==> src/rtl/vote_session_ctrl.sv <==
// Voting session controller: arms one ballot, arbitrates simultaneous vote pulses,
// keeps saturating tallies, enforces a post-vote lockout and serves tallies in result mode.
module vote_session_ctrl #(
  parameter int NUM_CAND    = 4,
  parameter int CNT_W       = 8,
  parameter int LOCK_CYCLES = 16,
  parameter int SEL_W       = 2
) (
  input  logic                clock,
  input  logic                reset,
  input  logic                mode,
  input  logic                ballot_arm,
  input  logic [NUM_CAND-1:0] vote_valid,
  input  logic [SEL_W-1:0]    result_sel,
  output logic                ballot_ready,
  output logic                vote_ack,
  output logic [SEL_W-1:0]    vote_cand,
  output logic [NUM_CAND-1:0] cand_led,
  output logic [CNT_W-1:0]    result_count,
  output logic [CNT_W-1:0]    total_votes,
  output logic                sat_flag
);

  localparam int LOCK_W = (LOCK_CYCLES > 1) ? $clog2(LOCK_CYCLES) : 1;

  typedef enum logic [2:0] {
    IDLE    = 3'd0,
    ARMED   = 3'd1,
    RECORD  = 3'd2,
    LOCKOUT = 3'd3,
    RESULT  = 3'd4
  } state_t;

  state_t                  state_reg, state_next;
  logic [SEL_W-1:0]        idx_reg, idx_next;
  logic [LOCK_W-1:0]       lock_reg;
  logic [CNT_W-1:0]        total_reg;
  logic                    sat_reg;
  logic [CNT_W-1:0]        result_reg;
  logic [CNT_W-1:0]        total_out_reg;
  logic [NUM_CAND*CNT_W-1:0] tally_flat;
  logic [NUM_CAND-1:0]     tally_hit;
  logic [NUM_CAND-1:0]     tally_full;
  logic                    any_vote;
  logic [SEL_W-1:0]        win_idx;
  logic [CNT_W-1:0]        sel_count;
  logic                    record;
  logic                    total_full;

  assign record     = (state_reg == RECORD);
  assign total_full = &total_reg;

  // Lowest-index pending vote wins; scanning downward leaves the smallest index last.
  always_comb begin
    win_idx  = '0;
    any_vote = |vote_valid;
    for (int i = NUM_CAND - 1; i >= 0; i--) begin
      if (vote_valid[i]) win_idx = SEL_W'(i);
    end
  end

  always_comb begin
    state_next = state_reg;
    idx_next   = idx_reg;
    case (state_reg)
      IDLE: begin
        if (mode)            state_next = RESULT;
        else if (ballot_arm) state_next = ARMED;
      end
      ARMED: begin
        if (mode) begin
          state_next = RESULT;
        end else if (any_vote) begin
          state_next = RECORD;
          idx_next   = win_idx;
        end
      end
      RECORD:  state_next = LOCKOUT;
      LOCKOUT: if (lock_reg == '0) state_next = IDLE;
      RESULT:  if (!mode) state_next = IDLE;
      default: state_next = IDLE;
    endcase
  end

  always_ff @(posedge clock) begin
    if (reset) begin
      state_reg <= IDLE;
      idx_reg   <= '0;
    end else begin
      state_reg <= state_next;
      idx_reg   <= idx_next;
    end
  end

  always_ff @(posedge clock) begin
    if (reset)                                lock_reg <= '0;
    else if (record)                          lock_reg <= LOCK_W'(LOCK_CYCLES - 1);
    else if (state_reg == LOCKOUT && lock_reg != '0) lock_reg <= lock_reg - 1'b1;
  end

  genvar gi;
  generate
    for (gi = 0; gi < NUM_CAND; gi++) begin : g_tally
      logic [CNT_W-1:0] cnt_reg;
      assign tally_hit[gi]  = record && (idx_reg == SEL_W'(gi));
      assign tally_full[gi] = &cnt_reg;
      assign tally_flat[gi*CNT_W +: CNT_W] = cnt_reg;
      always_ff @(posedge clock) begin
        if (reset)                              cnt_reg <= '0;
        else if (tally_hit[gi] && !tally_full[gi]) cnt_reg <= cnt_reg + 1'b1;
      end
    end
  endgenerate

  always_ff @(posedge clock) begin
    if (reset) begin
      total_reg <= '0;
      sat_reg   <= 1'b0;
    end else begin
      if (record && !total_full) total_reg <= total_reg + 1'b1;
      if ((|(tally_hit & tally_full)) || (record && total_full)) sat_reg <= 1'b1;
    end
  end

  // Out-of-range selections fall through every compare and read back as zero.
  always_comb begin
    sel_count = '0;
    for (int i = 0; i < NUM_CAND; i++) begin
      if (32'(result_sel) == i) sel_count = tally_flat[i*CNT_W +: CNT_W];
    end
  end

  always_ff @(posedge clock) begin
    if (reset || state_reg != RESULT || !mode) begin
      result_reg    <= '0;
      total_out_reg <= '0;
    end else begin
      result_reg    <= sel_count;
      total_out_reg <= total_reg;
    end
  end

  assign ballot_ready = (state_reg == ARMED);
  assign vote_ack     = record;
  assign vote_cand    = idx_reg;
  assign cand_led     = (state_reg == LOCKOUT) ? (NUM_CAND'(1) << idx_reg) : '0;
  assign result_count = result_reg;
  assign total_votes  = total_out_reg;
  assign sat_flag     = sat_reg;

endmodule
==> config.mk <==
export PLATFORM = sky130hd
export DESIGN_NAME = vote_session_ctrl
export DESIGN_NICKNAME = d
export VERILOG_FILES = /design/src/rtl/vote_session_ctrl.sv
export SDC_FILE = /design/constraint.sdc
export NUM_CORES = 1
export LEC_CHECK = 0
export BUFFER_PORTS_ARGS = -buffer_cell sky130_fd_sc_hd__buf_2
export CELL_PAD_IN_SITES_DETAIL_PLACEMENT = 0
export CELL_PAD_IN_SITES_GLOBAL_PLACEMENT = 2
export CORE_MARGIN = 4
export CORE_UTILIZATION = 39
export CTS_CLUSTER_DIAMETER = 80
export DETAILED_ROUTE_END_ITERATION = 6
export HOLD_SLACK_MARGIN = 0.06
export PLACE_DENSITY_LB_ADDON = 0.1
export SYNTH_ARGS = -nofsm -noshare
export SYNTH_HDL_FRONTEND = slang
export SYNTH_SLANG_ARGS = --single-unit
==> constraint.sdc <==
create_clock -name clock -period 2.66 [get_ports clock]
set_input_delay 0.266 -clock clock [delete_from_list [all_inputs] [get_ports clock]]
set_output_delay 0.266 -clock clock [all_outputs]
set_load 0.03 [all_outputs]
==> results.tsv <==
stage	metric	value	unit
synthesis	Area contributors post-synth	sky130_fd_sc_hd__dfxtp_1 (42%), sky130_fd_sc_hd__mux4_2 (5.7%), sky130_fd_sc_hd__a21oi_1 (5.3%)	
global_routing	initial antenna violation count	0	
cells_and_area	antenna cell count	0	
synthesis	count of flip-flops with a built-in enable after synthesis	0	
synthesis	Syn Nets	356	
floorplan	row cnt	32	
drt	Post-DRT Antenna Nets	0	
synthesis	cell count after synthesis	340	
place	half-perimeter wire length of the detailed placement result	5.05	mm
drt	detail-routed net length per standard cell	14.9	um
drt	Initial DRC Count	142	
synthesis	Cell variety after synth	45	
timing	Setup Viol. Count Final	0	
floorplan	die area	9570	um^2
cells_and_area	utilization after layout	46.0	%
drt	DRC violations left	0	
cells_and_area	share of layout cells above drive strength 1	18.5	%
power_and_ir_drop	Leakage Power	1.28	nW
drt	overall via count from detail_route	2604	
clocking	number of gates given a new drive strength after cts	0	
timing	final max-slew violation count	0	
timing	worst max-slew margin expressed relative to the limit	53.6	%
synthesis	most common flop cell mapped by yosys	sky130_fd_sc_hd__dfxtp_1	
worst_setup_path	number of cells traversed by the worst register-to-register path	5	
place	number of placed cells counting well taps	464	
clocking	quantity of hold-fixing buffers added after cts	0	
floorplan	die boundary height	97.8	um
clocking	number of sinks driven by the clock tree	66	
drt	vias per cell	5.43	
synthesis	Yosys warnings	0	
synthesis	post-synthesis cell type with the largest combined area	sky130_fd_sc_hd__dfxtp_1	
place	number of buffers added on ports	34	
timing	measured slew at the worst slew-check pin	0.694	ns
cells_and_area	number of nets in the finished design	389	
global_routing	first-pass GRT wire length	12.0	mm
worst_setup_path	source of the critical timing path	state_reg[2]	
global_routing	Tot GR Track Use	15.3	%
timing	RSZ-0062 raised after global routing	no	
floorplan	initial cell density of the core	40.5	%
clocking	largest buffer count on any clock path	2	
run	number of maximum-capacitance constraint violations	0	
worst_setup_path	data required time of the critical path	2.39	ns
synthesis	proportion of register bits with asynchronous set or reset after synthesis	0	%
clocking	clock root buffer	sky130_fd_sc_hd__clkbuf_8	
global_routing	maximum number of pins on one net before global-route repair	51	
timing	fraction of the cycle the final worst path needs	77.3	%
worst_setup_path	type of destination of the critical path	output pin	
power_and_ir_drop	PD cells	519	nW/um^2
min_path	min-delay src	reset	
floorplan	top-level port count	35	
synthesis	syn_area_per_cell	9.25	um^2
floorplan	Floorplan Core Area	7770	um^2
worst_setup_path	reg-to-reg startpoint	state_reg[2]	
cells_and_area	commonest non-fill, non-tap cells in the layout	sky130_fd_sc_hd__dfxtp_1 (66), sky130_fd_sc_hd__buf_2 (34), sky130_fd_sc_hd__a21oi_1 (33)	
drt	iteration count of the initial detailed-routing pass	4	
synthesis	number of flip-flops and latches in the synthesized netlist	66	
cells_and_area	leading cell type in the layout, fill and taps excluded	sky130_fd_sc_hd__dfxtp_1	
worst_setup_path	type of the setup path with the least slack	flip-flop to output pin	
clocking	CTS clk-pin slew, worst paths	0.08	ns
clocking	clock latency of the later-clocked register in the worst-skew pair	0.34	ns
global_routing	via count of the first global-routing pass	2375	
drt	total wire length	7.16	mm
synthesis	area of the mapped netlist	3150	um^2
power_and_ir_drop	Max IR drop VDD	0.188	mV
timing	Max Clk Rate	0.486	GHz
clocking	number of buffers inserted during clock tree synthesis	9	
min_path	worst min-delay path category	input pin to flip-flop	
timing	final hold viol count	0	
cells_and_area	Cell Count, Final, Fillers Out	480	
worst_setup_path	Worst setup SP type	flip-flop	
worst_setup_path	maximum net fanout on the critical path	17	
timing	final total negative setup slack	0	ns
worst_setup_path	critical path data arrival time	1.79	ns
place	Routability Congestion	0.734	
clocking	CTS H-tree depth	3	
global_routing	sum of overflow across all layers after global routing	0	
clocking	clock tree from TritonCTS	built	
synthesis	sequential-to-total area share from yosys stat	42.0	%
floorplan	Die Span X	97.8	um
timing	final critical path time including I/O delays and setup	2.06	ns
cells_and_area	Largest register FFs	32	
outcome	run status	finished, final reports clean	
timing	clock skew after layout	0.0115	ns
min_path	instance count along the most critical hold path	3	
synthesis	fraction of post-synthesis cell area in the top cell type by area	42.0	%
clocking	post-CTS setup repair buffer count	0	
cells_and_area	area added between synthesis and finish	13.5	%
==> layout make-up <==
type / count / area, um^2
clock buffer: 10 / 138
clock inverter: 6 / 41.3
fill: 793 / 4200
inverter: 10 / 50.0
multi-input combinational: 249 / 1700
sequential: 66 / 1320
tap: 102 / 128
timing repair buffer: 37 / 193
==> final timing paths <==
check | end | slack [ns]
worst max-delay path | vote_ack | 0.60
worst min-delay path | state_reg[2] | 0.23
worst max register to register | total_reg[7] | 0.61
worst min register to register | g_tally[0].cnt_reg[6] | 0.50
==> per-layer routing <==
layer  vias to the layer above  global-route usage (%)  wire length, um
li1                       1336                       -                -
met1                      1216                    23.6             3800
met2                        48                    20.7             3010
met3                         4                    2.93              301
met4                         0                    5.86               44
met5                         -                       0                0
==> Yosys cell counts (all sizes together) (2+ instances only) <==
cell type	count
a211oi	4
a21oi	33
a31oi	2
and2	18
and3	4
buf	8
clkbuf	7
dfxtp	66
ha	6
inv	9
mux2	2
mux2i	3
mux4	8
nand2	15
nand3	13
nand4	10
nor2	29
nor3	8
nor3b	3
nor4	5
nor4b	3
o2111ai	4
o211ai	3
o21ai	14
o31ai	12
or3	15
or3b	2
or4	11
xnor2	6
xor2	8
==> through the flow <==
step           total power, W  worst slack [ns]  area (um^2)  hold slack, ns
2_1_floorplan         0.00109             0.724         3150           0.456
3_3_place_gp          0.00111             0.665         3390           0.480
3_5_place_dp          0.00111             0.623         3390           0.490
4_1_cts               0.00188             0.586         3570           0.217
5_1_grt               0.00194             0.452         3570           0.229
6_report              0.00185             0.603         3570           0.234
==> worst max-delay path: stages, from the launching register on <==
cell	delay, ns
sky130_fd_sc_hd__dfxtp_1	0.47
sky130_fd_sc_hd__or3b_1	0.66
sky130_fd_sc_hd__clkinv_8	0.11
sky130_fd_sc_hd__buf_2	0.21
==> logic make-up (layout without fill, tap and decap cells) <==
| kind of cell | count (synthesis) | count (layout) | synth area share (%) |
|---|---|---|---|
| DFF | 66 | 66 | 42.0 |
| xor gates and xnor gates | 14 | 14 | 3.90 |
| buffers and inverters | 25 | 63 | 3.94 |
| and+or+nand+nor | 142 | 142 | 25.9 |
| adders and majority gates | 6 | 6 | 2.39 |
| AOI/OAI and AO/OA | 74 | 74 | 14.4 |
| muxes | 13 | 13 | 7.40 |
==> power breakdown <==
group           total, W  internal (W)  switching (W)  leakage, nW
Sequential       0.00101      0.000994      0.0000153        0.532
Clock           0.000767      0.000365       0.000402       0.0964
Combinational  0.0000764     0.0000294      0.0000470        0.648
Power figures use the tool's default switching activity.
